<file path="src/rtl/noc_pkg.sv">
// Shared NoC router constants, port-index encoding and output scheduler state type.
package noc_pkg;

    localparam int NUM_PORTS  = 5;
    localparam int CREDIT_W   = 3;
    localparam int CREDIT_MAX = 4;

    typedef enum logic [2:0] {
        LOCAL = 3'd0,
        SOUTH = 3'd1,
        WEST  = 3'd2,
        EAST  = 3'd3,
        NORTH = 3'd4
    } port_idx_e;

    typedef enum logic {
        IDLE   = 1'b0,
        LOCKED = 1'b1
    } sched_state_e;

endpackage

</file>
<file path="src/rtl/rr_priority_picker.sv">
// Combinational round-robin picker: first requester at or below rr_ptr, wrapping
// from 0 back to NUM_PORTS-1.
module rr_priority_picker #(
    parameter int NUM_PORTS = noc_pkg::NUM_PORTS,
    parameter int IDX_W     = 3
) (
    input  logic [NUM_PORTS-1:0] req,
    input  logic [IDX_W-1:0]     rr_ptr,
    output logic [NUM_PORTS-1:0] grant,
    output logic [IDX_W-1:0]     index
);

    always_comb begin
        int         pos;
        logic       found;
        logic [IDX_W-1:0] sel;
        grant = '0;
        index = '0;
        found = 1'b0;
        pos   = 0;
        sel   = '0;
        for (int k = 0; k < NUM_PORTS; k++) begin
            pos = int'(rr_ptr) - k;
            if (pos < 0) pos = pos + NUM_PORTS;
            sel = IDX_W'(pos);
            if (!found && req[sel]) begin
                found      = 1'b1;
                grant[sel] = 1'b1;
                index      = sel;
            end
        end
    end

endmodule

</file>
<file path="src/rtl/output_port_scheduler.sv">
// Wormhole output-port scheduler: round-robin grant per packet, credit-based
// flow control toward the downstream buffer.
//
//   state  | meaning
//   IDLE   | no owner; grant the next requester when a credit is available
//   LOCKED | grant_o owner streams its packet until the tail flit is sent
module output_port_scheduler #(
    parameter int NUM_PORTS  = noc_pkg::NUM_PORTS,
    parameter int CREDIT_MAX = noc_pkg::CREDIT_MAX
) (
    input  logic                          clk,
    input  logic                          rst,
    input  logic [NUM_PORTS-1:0]          req_i,
    input  logic [NUM_PORTS-1:0]          valid_i,
    input  logic [NUM_PORTS-1:0]          tail_i,
    input  logic                          credit_up_i,
    output logic [NUM_PORTS-1:0]          grant_o,
    output logic                          send_o,
    output logic [noc_pkg::CREDIT_W-1:0]  credit_o,
    output logic                          busy_o,
    output logic                          err_o
);
    import noc_pkg::*;

    localparam int IDX_W = (NUM_PORTS > 1) ? $clog2(NUM_PORTS) : 1;
    localparam logic [IDX_W-1:0]    LAST_IDX    = IDX_W'(NUM_PORTS - 1);
    localparam logic [CREDIT_W-1:0] CREDIT_FULL = CREDIT_W'(CREDIT_MAX);

    sched_state_e         state_q, state_d;
    logic [NUM_PORTS-1:0] grant_d, pick_grant;
    logic [IDX_W-1:0]     rr_q, rr_d, owner_q, owner_d, pick_idx;
    logic                 tail_hit;

    rr_priority_picker #(
        .NUM_PORTS (NUM_PORTS),
        .IDX_W     (IDX_W)
    ) u_picker (
        .req    (req_i),
        .rr_ptr (rr_q),
        .grant  (pick_grant),
        .index  (pick_idx)
    );

    assign busy_o   = (state_q == LOCKED);
    assign send_o   = busy_o & (|(grant_o & valid_i)) & (credit_o != '0);
    assign tail_hit = |(grant_o & tail_i);

    always_comb begin
        state_d = state_q;
        grant_d = grant_o;
        rr_d    = rr_q;
        owner_d = owner_q;
        case (state_q)
            IDLE: begin
                // Grant decision uses the registered credit count only.
                if ((|req_i) && (credit_o != '0)) begin
                    state_d = LOCKED;
                    grant_d = pick_grant;
                    owner_d = pick_idx;
                end
            end
            LOCKED: begin
                if (send_o && tail_hit) begin
                    state_d = IDLE;
                    grant_d = '0;
                    rr_d    = (owner_q == '0) ? LAST_IDX : owner_q - 1'b1;
                end
            end
            default: state_d = IDLE;
        endcase
    end

    always_ff @(posedge clk) begin
        if (rst) begin
            state_q <= IDLE;
            grant_o <= '0;
            rr_q    <= LAST_IDX;
            owner_q <= '0;
        end else begin
            state_q <= state_d;
            grant_o <= grant_d;
            rr_q    <= rr_d;
            owner_q <= owner_d;
        end
    end

    // A credit return into a full counter is a protocol error; the count saturates.
    always_ff @(posedge clk) begin
        if (rst) begin
            credit_o <= CREDIT_FULL;
            err_o    <= 1'b0;
        end else if (credit_up_i && !send_o) begin
            if (credit_o == CREDIT_FULL) err_o    <= 1'b1;
            else                         credit_o <= credit_o + 1'b1;
        end else if (!credit_up_i && send_o) begin
            credit_o <= credit_o - 1'b1;
        end
    end

endmodule

</file>
<file path="config.mk">
export PLATFORM = sky130hd
export DESIGN_NAME = output_port_scheduler
export DESIGN_NICKNAME = d
export VERILOG_FILES = /design/src/rtl/noc_pkg.sv /design/src/rtl/rr_priority_picker.sv /design/src/rtl/output_port_scheduler.sv
export SDC_FILE = /design/constraint.sdc
export NUM_CORES = 1
export LEC_CHECK = 0
export CAP_MARGIN = 20
export CORE_MARGIN = 2
export CORE_UTILIZATION = 36
export DETAILED_ROUTE_END_ITERATION = 10
export GPL_TIMING_DRIVEN = 0
export PLACE_DENSITY = 0.6
export SLEW_MARGIN = 20
export SYNTH_ARGS = -nofsm -noshare
export SYNTH_HDL_FRONTEND = slang
export SYNTH_SLANG_ARGS = --single-unit
</file>
<file path="constraint.sdc">
create_clock -name clk -period 4.3 [get_ports clk]
set_clock_uncertainty 0.15 [all_clocks]
set_input_delay 0.86 -clock clk [delete_from_list [all_inputs] [get_ports clk]]
set_output_delay 0.86 -clock clk [all_outputs]
set_load 0.1 [all_outputs]
</file>
* Word-level counts from Yosys, hierarchy flattened
Cells that the tools add are included.
Widths: inputs -> output; s select.
** Word-level totals
- Register bits after elaboration :: 16
- Output and inout bits :: 11
- Logic and storage cells :: 125
** Operators by class
- Add/subtract/negate cells :: 12
- Order comparisons :: 15
- Equal/unequal tests :: 4
- Muxes and demuxes :: 49
- Bitwise operators :: 9
- Reductions and logical operators :: 30
** Operators with widths (number)
- $mux 3 :: 14
- $mux 5 :: 7
- $lt 3x4->1 const B :: 5
- $or 5x5->5 :: 4
- $lt 4x1->1 const B :: 4
- $mux 1 :: 16
- $add 3x3->3 const B :: 5
- $bmux 1 s3 :: 5
- $demux 1 s3 :: 5
- $ge 3x1->1 const B :: 5
- $reduce_or 5->1 :: 3
- $logic_and 1x1->1 :: 13
- $and 5x5->5 :: 2
- $pmux 5 s2 :: 1
- $reduce_and 2->1 :: 5
- $sub 3x2->4 const B :: 2
- $logic_not 1->1 :: 6
- $sub 3x1->3 const B :: 2
- $ne 2x2->1 const B :: 2
- $sub 3x1->4 const B :: 1
- $sub 3x3->4 const B :: 1
- $add 3x1->3 const B :: 1
- $eq 3x3->1 const B :: 1
- $logic_not 3->1 :: 1
- 7 further kinds :: 8

* Logic depth before layout (Yosys ltp)
Gate-level depths: netlist of run 1.
- Word-level depth :: 19
- Depth in mapped cells :: 13
- Depth with buffers taken out :: 11

* By module
A second synthesis of run 1 with hierarchy kept.
** Unflattened totals
- Cell total of the unflattened synthesis :: 267
- Area total of the unflattened synthesis :: 2245.9 µm²
** Modules (own cells, without submodules)
- rr_priority_picker :: instances 1, cells each 171, area an instance 1392.6 µm²
- output_port_scheduler :: instances 1, cells each 96, area an instance 853.3 µm²

* Least setup slack after synthesis of run 1
OpenSTA, ideal clock, no wires.
- Kind :: register to register
- Start point :: reg credit_o[0] in the netlist's numbering
- End point :: reg credit_o[1] in the netlist's numbering
- Arrival time :: 4753 ps
- Data required time :: 4022 ps
- Slack :: -731 ps
- Cell stages (with the launch flop) :: 8
- Buffers on the path :: 0
- Path through :: dfxtp_1 > nor3_1 > a211oi_1 > nor2b_1 > inv_1 > fa_1 > a32oi_1 > nor2_1
** Between the ends
- Cells in the longest elaborated chain, start to end :: 6
- Elaborated cells on any way between the ends :: 14
- Classes of those cells :: add/sub (2); eq/ne (2); mux (3); bitwise (1); reduce/logical (6)
** Ends and longest elaborated chain
- start, declared :: RTL line output_port_scheduler.sv:19 : output logic [noc_pkg::CREDIT_W-1:0] credit_o,
- start signal, assigned :: RTL line output_port_scheduler.sv:94 : else credit_o <= credit_o + 1'b1;
- start signal, assigned :: RTL line output_port_scheduler.sv:96 : credit_o <= credit_o - 1'b1;
- $reduce_bool 3->1 * :: RTL line output_port_scheduler.sv:45 : assign send_o = busy_o & (|(grant_o & valid_i)) & (credit_o != '0);
- $and 1x1->1 * :: RTL line output_port_scheduler.sv:45
- via send_o :: RTL line output_port_scheduler.sv:18 : output logic send_o,
- $logic_not 1->1 :: RTL line output_port_scheduler.sv:92 : end else if (credit_up_i && !send_o) begin
- $logic_and 1x1->1 :: RTL line output_port_scheduler.sv:92
- $ne 2x2->1 (no line) / $reduce_bool 2->1 (equally long branches)
- $reduce_and 2->1 (no line)
The timed path passes the listed nets; every way through them passes the cells marked *. The select of a mux whose other input is x is not followed.
A chain may end at the register's enable or synchronous reset.

* Worst setup path after layout of run 1
- Start point :: reg rr_q[2]
- End point :: reg owner_q[1]
** Between the ends
- Cells in the longest elaborated chain, start to end :: 17
- Elaborated cells on any way between the ends :: 46
- Classes of those cells :: add/sub (9); order compare (5); mux (24); reduce/logical (8)
** Ends and longest elaborated chain
- start, declared :: RTL line output_port_scheduler.sv:31 : logic [IDX_W-1:0] rr_q, rr_d, owner_q, owner_d, pick_idx;
- start signal, assigned :: RTL line output_port_scheduler.sv:82 : rr_q <= rr_d;
- parallel branches: the longest is 16 deep, another holds $sub 3x1->4
- $mux 3 * :: RTL line rr_priority_picker.sv:26 : if (!found && req[sel]) begin
- end signal, assigned :: RTL line output_port_scheduler.sv:83 : owner_q <= owner_d;
- end, declared :: RTL line output_port_scheduler.sv:31
Mark *: on every way between the ends. The select of a mux whose other input is x is not followed.

==> results of run 1 <==
state kept, by name, indices dropped and copies added, names as in the netlist:
| signal | count |
|---|---|
| owner_q | 3 |
| grant_o | 5 |
| credit_o | 3 |
| busy_o | 1 |
| rr_q | 3 |
| err_o | 1 |
worst reg2reg max path, cell delays in order (launching register included):
cell,delay [ps]
dfxtp_1,500
buf_2,300
buf_2,290
inv_1,210
ha_1,320
ha_1,300
or3_1,410
and2_1,180
a211o_2,400
a211o_1,280
a2111oi_0,480
nor4_1,80
power breakdown:
part	switching [uW]	leakage [uW]	internal [uW]	total, uW
Clock	53.8	0.0000288	81.4	135
Combinational	504	0.000667	250	754
Sequential	45.0	0.000132	186	231
Total	603	0.000828	517	1120
worst max path at each step:
stage | start | endpoint | slack (ps)
floorplan | grant_o[1] | credit_o[1] | 390
global placement | rr_q[2] | owner_q[2] | 290
detailed placement | rr_q[2] | owner_q[2] | 250
CTS | rr_q[2] | owner_q[2] | 240
global route | rr_q[2] | owner_q[1] | 50
finish | rr_q[2] | owner_q[1] | 250
stage by stage:
stage | setup slack (ps) | std cells | hold WS (ps) | utilization
floorplan | 389.7 | 244 | 310.7 | -
global placement | 290.7 | 339 | 302.7 | 0.4372
detailed placement | 250.3 | 339 | 309.0 | 0.4372
CTS | 235.9 | 343 | 323.9 | 0.4481
global route | 53.84 | 344 | 379.0 | 0.4506
finish | 250.1 | 344 | 318.9 | 0.4506
final cells by class:
type / instances / area share
Multi-Input combinational cell: 204 / 0.6404
Sequential cell: 16 / 0.1410
Timing Repair Buffer: 26 / 0.1134
Tap cell: 70 / 0.03855
Buffer: 15 / 0.02753
Clock buffer: 4 / 0.02423
Inverter: 9 / 0.01487
synthesized netlist by cell type (all sizes together) (2+ instances only):
library cell / number
mux2i: 6
and2: 3
a221oi: 3
nand3: 7
a211o: 4
a21o: 2
a211oi: 9
nand2b: 9
nor2b: 7
nor4: 3
clkbuf: 9
a222oi: 2
a2111oi: 3
or3: 4
nand2: 26
inv: 9
dfxtp: 16
nor2: 18
o21ai: 8
a22oi: 2
a21oi: 18
xor2: 2
nand3b: 2
nor3: 8
a311oi: 4
o32ai: 4
xnor2: 5
o221ai: 2
nor3b: 4
nand4b: 2
mux2: 5
buf: 6
o22ai: 2
a31oi: 2
ha: 13
layer usage:
layer  up-vias  share of wire
li1        984              -
met1       931           0.45
met2        50           0.48
met3        16          0.037
met4         0          0.033
met5         -              0
cells in the final DEF (no fill, tap or decap), types with 4 or more instances in the layout:
cell / Yosys / routed
o21ai_0: 8 / 8
clkdlybuf4s50_1: 0 / 25
nand2_1: 26 / 26
a311oi_1: 4 / 4
nor2b_1: 7 / 7
xnor2_1: 5 / 5
nand3_1: 7 / 7
inv_1: 8 / 8
mux2_2: 5 / 5
nor3_1: 8 / 8
clkbuf_8: 0 / 4
nor2_1: 18 / 18
dfxtp_1: 16 / 16
mux2i_1: 6 / 6
o32ai_1: 4 / 4
a21oi_1: 18 / 18
nand2b_1: 9 / 9
clkbuf_1: 9 / 9
ha_1: 13 / 13
buf_2: 5 / 5
a211oi_1: 9 / 7
or3_1: 4 / 4
kinds of logic after synthesis:
group	after synthesis	synth area share
AND/OR/NAND/NOR	98	0.2890
buffers and inverters	24	0.05174
multiplexers	11	0.06250
AO/OA/AOI/OAI	74	0.2937
adder cells (fa/ha/maj)	14	0.09812
flip-flops	16	0.1720
XOR/XNOR	7	0.03293
==> impl_metrics.csv, run 1 <==
group,metric,value,unit
logic_synthesis,ys_types,56,
floorplanning,initial_utilization,0.3692,
place,hpwl,4328,um
critical_path,crit_cells,11,
clock_network,cts_tree,"built",
logic_synthesis,synth_edf_count,0,
timing,fin_tns_setup,0,ps
finish,regArea,320.3,um^2
grt,groute.layer.met2.usage,0.3313,
critical_path,slowest_delay,500,ps
logic_synthesis,async_flop_share,0,
grt,grt.overflow.total,0,
critical_path,cp_max_fo,10,
finish,final_cell_area,2272,um^2
grt,grtUsageMet3,0.02024,
logic_synthesis,netlist_top_cells_area,"dfxtp_1 17%, ha_1 8.7%, nand2_1 5.2%, a21oi_1 4.8%, a211oi_1 3.6%",
critical_path,critPathLaunchType,"register",
logic_synthesis,yosysWarnings,0,
grt,grt_pass1_wl,9308,um
grt,use_met1,0.2567,
status,outcome,"completed",
logic_synthesis,synth-main-ff-cell,"dfxtp_1",
logic_synthesis,syn-num-nets,276,
critical_path,critPathSlowestCell,"dfxtp_1",
floorplanning,rows,26,
logic_synthesis,syn_area,1862,um^2
clock_network,cts_sinks,16,
timing,grt_setup_unrepaired,"no",
pwr,power.leakage,0.0008279,uW
routing,drtPass1Iterations,4,
finish,synthToLayoutAreaGrowth,22.04,%
critical_path,r2r_start,"rr_q[2]",
pwr,finalPower,1120,uW
timing,fin_crit_sh,0.9418,
floorplanning,die_height,75.92,um
timing,clock.fmax,246.9,MHz
min_path,hold_class,"register to register",
floorplanning,pin_count,29,
timing,min_period,4050,ps
routing,routed_via_density,5.759,
logic_synthesis,synth_area_leader_cell,"dfxtp_1",
finish,drive_above_1_share,0.09854,
clock_network,clk_pin_slew,60,ps
finish,multi_input_area,1455,um^2
pwr,ir_drop,206.4,uV
critical_path,ff2ff_setup_slack,250,ps
finish,antenna_cells,0,
routing,routed_wirelength,5642,um
finish,nFillCells,516,
routing,drc,0,
critical_path,crit_required,4280,ps
logic_synthesis,ys_seq_elements,16,
critical_path,crit_chain,"buf_2, buf_2, inv_1, ha_1, ha_1, or3_1, and2_1, a211o_2, a211o_1, a2111oi_0, nor4_1",
logic_synthesis,syn_area_per_cell,7.630,um^2
min_path,min_to,"err_o",
clock_network,cts_setup_buffers,0,
timing,finalHoldViolations,0,
critical_path,worst-path-buf-inv,3,
place,routabilityCongestion,0.9119,
timing,drv_slew,0,
min_path,holdPathStages,2,
timing,finalSetupViolCount,0,
critical_path,arrival,4030,ps
timing,worst_pin_slew,972.6,ps
logic_synthesis,syn_inst,244,
critical_path,r2r_cells,11,
clock_network,cts-htree-levels,1,
critical_path,worstReg2RegEnd,"owner_q[1]",
timing,slew_headroom,0.3496,
clock_network,root_buffer,"clkbuf_8",
routing,drt_iter0_drc,84,
floorplanning,die_w,75.92,um
grt,grt.busiest_layer,"met2",
grt,antenna_found_initial,0,
min_path,worst_hold_startpoint,"err_o",
finish,fin_nets,307,
critical_path,crit_type,"register to register",
grt,grt.total_usage,0.1977,
logic_synthesis,yosysSeqAreaShare,0.1720,
clock_network,cts_buffer_depth,2,
clock_network,clk_latency,250,ps
clock_network,cts-buffers-inserted,3,
place,portBuffers,25,
grt,grt_pass1_vias,1901,
place,placed_cell_area,2205,um^2
routing,final_antenna_net_count,0,
flow_run,maxCapViolCount,0,
pwr,p_per_area,493.1,nW/um^2
critical_path,crit_family,"compound AO/OA/AOI/OAI gates",
clock_network,postCtsHoldBufs,0,
floorplanning,core,5042,um^2
routing,via_count,1981,
clock_network,cts_resized,0,
floorplanning,die_area,5763,um^2
critical_path,end_kind,"register",
logic_synthesis,synth_top_area_frac,0.1720,
routing,wire_per_inst,16.40,um
grt,grt_max_degree,13,
Power figures use the tool's default switching activity.
==> inputs of run 2 (changes only) <==
--- a/config.mk
+++ b/config.mk
@@ -11,7 +11,8 @@
 export DETAILED_ROUTE_END_ITERATION = 10
 export GPL_TIMING_DRIVEN = 0
 export PLACE_DENSITY = 0.6
-export SLEW_MARGIN = 20
+export REMOVE_ABC_BUFFERS = 1
+export SLEW_MARGIN = 30
 export SYNTH_ARGS = -nofsm -noshare
 export SYNTH_HDL_FRONTEND = slang
 export SYNTH_SLANG_ARGS = --single-unit
==> run 2 against run 1 <==
Design area decreased by 1.8%. Global-route usage is 1.4 points lower. Combinational power is 4.2% lower. Worst setup slack improved by 260 ps. Sequential power is 6% higher. Via count down 4.5%. Highest routed layer unchanged. First-iteration DRC count is 3.6% lower. Cell count is 3.8% lower. Register-to-register slack gained 260 ps. Power down 1.7%. Fmax up 6.8%.
==> impl_metrics.csv, run 2 (synthesis results as in run 1) <==
group,metric,value,unit
grt,use_met1,0.2352,
flow_run,maxCapViolCount,0,
finish,fin_nets,294,
finish,layout_common_cells,"27 x clkdlybuf4s50_1, 26 x nand2_1, 18 x nor2_1, 18 x a21oi_1, 14 x dfxtp_1",
clock_network,clk_latency,250,ps
min_path,hold_class,"register to register",
grt,grtUsageMet3,0.01905,
clock_network,cts_tree,"built",
critical_path,ff2ff_setup_slack,510,ps
grt,grt.busiest_layer,"met2",
grt,grt_pass1_wl,8721,um
timing,worst_slack,509.0,ps
grt,grt_pass1_vias,1758,
floorplanning,die_height,75.92,um
critical_path,crit_required,4300,ps
routing,via_count,1892,
place,routabilityCongestion,0.8694,
floorplanning,die_area,5763,um^2
routing,routed_wirelength,5210,um
clock_network,cts_buffer_depth,2,
pwr,ir_drop,181.9,uV
pwr,power.leakage,0.0008163,uW
routing,drtPass1Iterations,4,
critical_path,crit_type,"register to register",
timing,drv_slew,0,
finish,layout_commonest_cell,"clkdlybuf4s50_1",
timing,min_period,3791,ps
place,dp.cells,327,
grt,grt.overflow.total,0,
timing,hold_ws,316.3,ps
timing,finalSetupViolCount,0,
finish,synthToLayoutAreaGrowth,19.89,%
finish,antenna_cells,0,
finish,drive_above_1_share,0.08429,
clock_network,root_buffer,"clkbuf_8",
finish,regMostFlops,"grant_o",
pwr,p_per_area,493.6,nW/um^2
critical_path,arrival,3790,ps
floorplanning,initial_utilization,0.3692,
routing,wire_per_inst,15.74,um
floorplanning,rows,26,
floorplanning,die_w,75.92,um
routing,routed_via_density,5.716,
routing,final_antenna_net_count,0,
timing,slew_headroom,0.3461,
timing,fin_crit_sh,0.8816,
clock_network,cts_resized,0,
finish,layout.cells.non_filler,331,
clock_network,postCtsHoldBufs,0,
grt,groute.layer.met2.usage,0.3214,
critical_path,critPathLaunchType,"register",
place,placed_cell_area,2172,um^2
status,outcome,"completed",
timing,grt_setup_unrepaired,"no",
place,portBuffers,28,
clock_network,cts-htree-levels,1,
clock_network,cts_sinks,16,
place,hpwl,3878,um
clock_network,cts-buffers-inserted,3,
place,place_ws,179.2,ps
clock_network,clk_pin_slew,70,ps
grt,antenna_found_initial,0,
finish,final_cell_area,2232,um^2
timing,worst_pin_slew,977.8,ps
timing,clock.fmax,263.8,MHz
floorplanning,core,5042,um^2
timing,finalHoldViolations,0,
grt,grt_max_degree,28,
routing,drt_iter0_drc,81,
critical_path,end_kind,"register",
grt,grt.total_usage,0.1835,
clock_network,cts_setup_buffers,0,
finish,largest_reg_flops,5,
floorplanning,pin_count,29,
critical_path,cp_max_fo,27,
routing,drc,0,
-- run 2: cell type report --
| cell class | count | area, um^2 |
|---|---|---|
| clock buffer | 4 | 55.05 |
| tap | 70 | 87.58 |
| inverter | 9 | 33.78 |
| multi-input combinational | 204 | 1450 |
| fill | 544 | 2810 |
| sequential | 16 | 322.8 |
| timing repair buffer | 28 | 282.8 |
-- run 2: metal layers --
| layer | part of all wire | vias to the layer above |
|---|---|---|
| met5 | 0 | - |
| met3 | 0.035 | 8 |
| met4 | 0.017 | 0 |
| met2 | 0.50 | 43 |
| li1 | - | 956 |
| met1 | 0.45 | 885 |
-- run 2: power breakdown --
part	switching [uW]	leakage, uW	total (uW)	internal (uW)
Clock	53.9	0.0000288	135	81.2
Sequential	57.6	0.000132	244	187
Combinational	477	0.000656	722	245
-- run 2: worst max-delay path, cell delays in order (launching register included) --
cell      delay [ps]
dfxtp_2          650
inv_1            240
ha_1             330
ha_1             410
mux2_2           350
o21ai_0          320
o21ai_0          260
nor4_4           540
nand3b_1         150
a311oi_1         290
-- run 2: metrics by stage --
stage	util	total power (uW)	setup TNS, ps
after floorplan	-	794.1	-9464
after global placement	0.4298	962.7	0
after detailed placement	0.4308	965.4	0
after CTS	0.4417	1105	0
after global routing	0.4427	1179	0
final	0.4427	1102	0
-- run 2: worst paths after layout --
kind	start	to	depth (start not counted)
worst max-delay path	rr_q[2]	grant_o[0]	9
worst min-delay path	err_o	err_o	2
worst max register to register	rr_q[2]	grant_o[0]	9
worst min register to register	err_o	err_o	2
==> edit 1, RTL diff (flow settings as in run 1) <==
Make the reset (`rst`) asynchronous in 2 clocked blocks.
--- a/src/rtl/output_port_scheduler.sv
+++ b/src/rtl/output_port_scheduler.sv
@@ -70,7 +70,7 @@
         endcase
     end
 
-    always_ff @(posedge clk) begin
+    always_ff @(posedge clk or posedge rst) begin
         if (rst) begin
             state_q <= IDLE;
             grant_o <= '0;
@@ -85,7 +85,7 @@
     end
 
     // A credit return into a full counter is a protocol error; the count saturates.
-    always_ff @(posedge clk) begin
+    always_ff @(posedge clk or posedge rst) begin
         if (rst) begin
             credit_o <= CREDIT_FULL;
             err_o    <= 1'b0;
Function: differs if rst is asserted again (counterexample within 4 cycles, from zero or initial values and one cycle with rst high); with rst held inactive, the same outputs for 10 cycles.
==> edit 1 against run 1 <==
- area after synthesis is 1.4% higher
- sequential cell count stayed put
- setup slack worse by 89 ps
- maximum frequency is 2.2% lower
- non-clock buffer count is 1 lower
- final area is 2.6% higher
- routed wire length is 2.4% lower
- global-route usage is 0.37 points lower
- sequential share of layout area is 3.2 points higher
- worst hold slack better by 1.8 ps
- die area is 1.3% higher
Power is left out: the tool's default activity adds up to more than one toggle a clock period on the data nets, which glitch-free logic cannot reach.
==> edit 1: results <==
set metrics [dict create \
    status "completed" \
    grt_pass1_vias 1847 \
    path_max_fanout 9 \
    synth-main-ff-cell "dfrtp_1" \
    grt_max_degree 17 \
    grt_usage_pct 19.4 \
    grt_pass1_wl_mm 9.22 \
    synthTopCellsByArea "dfrtp_1 (19%), ha_1 (8.6%), a21oi_1 (4.5%), mux2_2 (4.2%), nor2_1 (3.8%)" \
    gp_congestion 0.933 \
    port_buffers 28 \
    rr_startpoint "rr_q[1]" \
    place_hpwl_mm 4.31 \
    ys_seq_area_share_pct 21.3 \
    nFillCells 550 \
    synth_fa_ha_area_share_pct 9.68 \
    drive_above_1_share_pct 10.9 \
    startpoint "valid_i[0]" \
    rrSetupSlack_ps 250 \
    synth_compound_area_share_pct 27.1 \
    syn_nets 264 \
    initialDrtViolationCount 108 \
    timing.rr.end "grant_o[4]" \
    hold_end "err_o" \
    ys_top_cells_by_count "nor2_1 (19), a21oi_1 (17), nand2_1 (17), dfrtp_1 (14)" \
    worstHoldStart "err_o" \
]
-- edit 1: worst max path at each step --
stage | end | slack, ps
after floorplan | credit_o[1] | 50
after global placement | grant_o[3] | -30
after detailed placement | grant_o[3] | 30
after CTS | grant_o[3] | 2
after global routing | grant_o[4] | 10
final | send_o | 160
-- edit 1: repair_timing --
item | in CTS | in global routing
buffers inserted | 0 | 2
gates resized for setup | 0 | 2
endpoints found under the setup margin | 0 | 8
-- edit 1: layout make-up --
type                    count  area (um^2)  share of cell area [%]
well taps                  70         87.6                    3.76
multi-input cells         193         1390                    59.4
plain buffers              10         56.3                    2.41
inverters                  13         48.8                    2.09
flip-flops and latches     16          403                    17.3
clock buffers               4         55.1                    2.36
repair buffers             30          295                    12.7
-- edit 1: per-layer routing --
metal  vias to the layer above  track usage [%]  part of all wire, %
met5                         -                0                    0
li1                        943                -                    -
met2                        94             31.3                   45
met1                       870             27.3                   46
met4                         0             5.09                  1.4
met3                         6             2.49                  7.5
-- edit 1: critical path, cell delays in order --
cell             delay [ps]
clkdlybuf4s50_1         450
a22oi_1                  80
a211oi_2                500
clkdlybuf4s50_1        1230
-- edit 1: stage by stage --
stage	cell area, um^2	hold slack (ps)	setup TNS (ps)	util [%]	instances
2_1_floorplan	1890	320	0	-	232
3_3_place_gp	2260	303	-55.2	44.6	330
3_5_place_dp	2260	309	0	44.6	330
4_1_cts	2320	324	0	45.6	334
5_1_grt	2330	358	0	46.0	336
6_report	2330	321	0	46.0	336
-- edit 1: cell families (layout without fill, tap and decap cells) --
group | Yosys count | after routing
mux | 13 | 13
xor+xnor | 5 | 5
fa+ha+maj | 14 | 14
flops | 16 | 16
compound gates | 73 | 73
simple gates | 88 | 88
buf+inv | 23 | 57
==> edit 2, RTL diff (flow settings as in run 1) <==
Without the edit above. Change the package constant `CREDIT_W` from 3 to 6.
--- a/src/rtl/noc_pkg.sv
+++ b/src/rtl/noc_pkg.sv
@@ -2,7 +2,7 @@
 package noc_pkg;
 
     localparam int NUM_PORTS  = 5;
-    localparam int CREDIT_W   = 3;
+    localparam int CREDIT_W   = 6;
     localparam int CREDIT_MAX = 4;
 
     typedef enum logic [2:0] {
Ports: changed (resized credit_o); port bits go from 29 to 32. The function was not compared with the original's and may differ.
==> edit 2 against run 1 <==
- final area grew 12%
- clock power is 6% lower
- sequential cell count grew 3
- area after synthesis is 12% higher
- total power grew 16%
- count of clock-buffer cells in the layout unchanged
- synthesized cell count rose by 4.9%
- setup slack better by 150 ps
- routed wire length is 3.7% higher
- critical endpoint is now send_o
==> edit 2: results <==
set metrics [dict create \
    status "completed" \
    vias 2117 \
    rr_worst_depth 12 \
    path_clk_slew_ps 80 \
    ys_seq_area_share_pct 18.2 \
    critPathArrivalTime_ps 2890 \
    ys_top_cells_by_count "nor2_1 (26), nand2_1 (20), dfxtp_1 (19), ha_1 (18)" \
    grt_pass1_wl_mm 9.50 \
    syn_nets 293 \
    drive_above_1_share_pct 10.3 \
    worst_pin_slew_ps 970 \
    rrSetupSlack_ps 540 \
    irDropWorstVdd_mv 0.357 \
    grt_max_degree 14 \
    grt_pass1_vias 1898 \
    gp_congestion 0.901 \
    layout.nets 329 \
    initialDrtViolationCount 126 \
    synth.distinct_cells 65 \
    nFillCells 566 \
    critical-path-top-delay-family "buffers and inverters" \
    place_hpwl_mm 4.58 \
    wl_per_cell_um 16.1 \
    crit_path_max_incr_delay_ps 960 \
    power_leakage_uw 0.00105 \
]
[edit 2: cell count changes after synthesis, moves of 6 or more]
cell and change:
nand2b_1 -8, nor2_1 +8, clkbuf_1 -7, mux2i_1 +7, a21oi_1 -6, nand2_1 -6
[edit 2: kinds of logic after synthesis]
logic type / after synthesis / share of synthesized area, %
simple gates: 93 / 23.8
mux: 19 / 9.58
flops: 19 / 18.2
compound gates: 74 / 26.9
xor+xnor: 11 / 4.97
buf+inv: 21 / 4.79
fa+ha+maj: 19 / 11.7
[edit 2: worst max path at each step]
stage	start	to	slack [ps]
6_report	valid_i[0]	send_o	400
2_1_floorplan	credit_o[0]	credit_o[5]	790
3_3_place_gp	valid_i[0]	send_o	360
4_1_cts	valid_i[0]	send_o	380
5_1_grt	rr_q[1]	grant_o[1]	250
3_5_place_dp	valid_i[0]	send_o	390
[edit 2: power by group]
| group | total, uW | switching, uW | internal, uW |
|---|---|---|---|
| registers | 276 | 51.4 | 224 |
| clock network | 127 | 61.1 | 66.0 |
| logic | 898 | 598 | 300 |
[edit 2: through the flow]
stage | total power [uW] | worst slack [ps] | cells | cell area, um^2 | hold slack, ps
floorplan | 974 | 785 | 256 | 2090 | 311
global placement | 1170 | 364 | 359 | 2490 | 311
detailed placement | 1170 | 386 | 359 | 2490 | 321
CTS | 1300 | 380 | 363 | 2530 | 343
global route | 1390 | 253 | 363 | 2530 | 361
finish | 1300 | 398 | 363 | 2530 | 342
[edit 2: final cells by class]
type | instances | share of cell area, %
Multi-Input combinational cell | 216 | 63.5
Inverter | 14 | 2.07
Sequential cell | 19 | 15.0
Buffer | 7 | 1.88
Clock buffer | 4 | 1.78
Tap cell | 72 | 3.55
Timing Repair Buffer | 31 | 12.2
[edit 2: per-layer routing]
layer | routed length (um) | up-vias | track usage (%)
li1 | - | 1055 | -
met1 | 3010 | 987 | 28.9
met2 | 2410 | 73 | 27.3
met3 | 400 | 2 | 3.48
met4 | 25 | 0 | 2.37
met5 | 0 | - | 0
[edit 2: worst register-to-register path: stages (launching register included)]
cell	delay [ps]
dfxtp_1	400
buf_6	170
buf_2	230
inv_1	120
ha_1	340
ha_1	270
o21ai_0	370
nand2_1	230
and3_4	220
nor2_1	390
nand2_1	180
or4_1	530
nand4_1	100
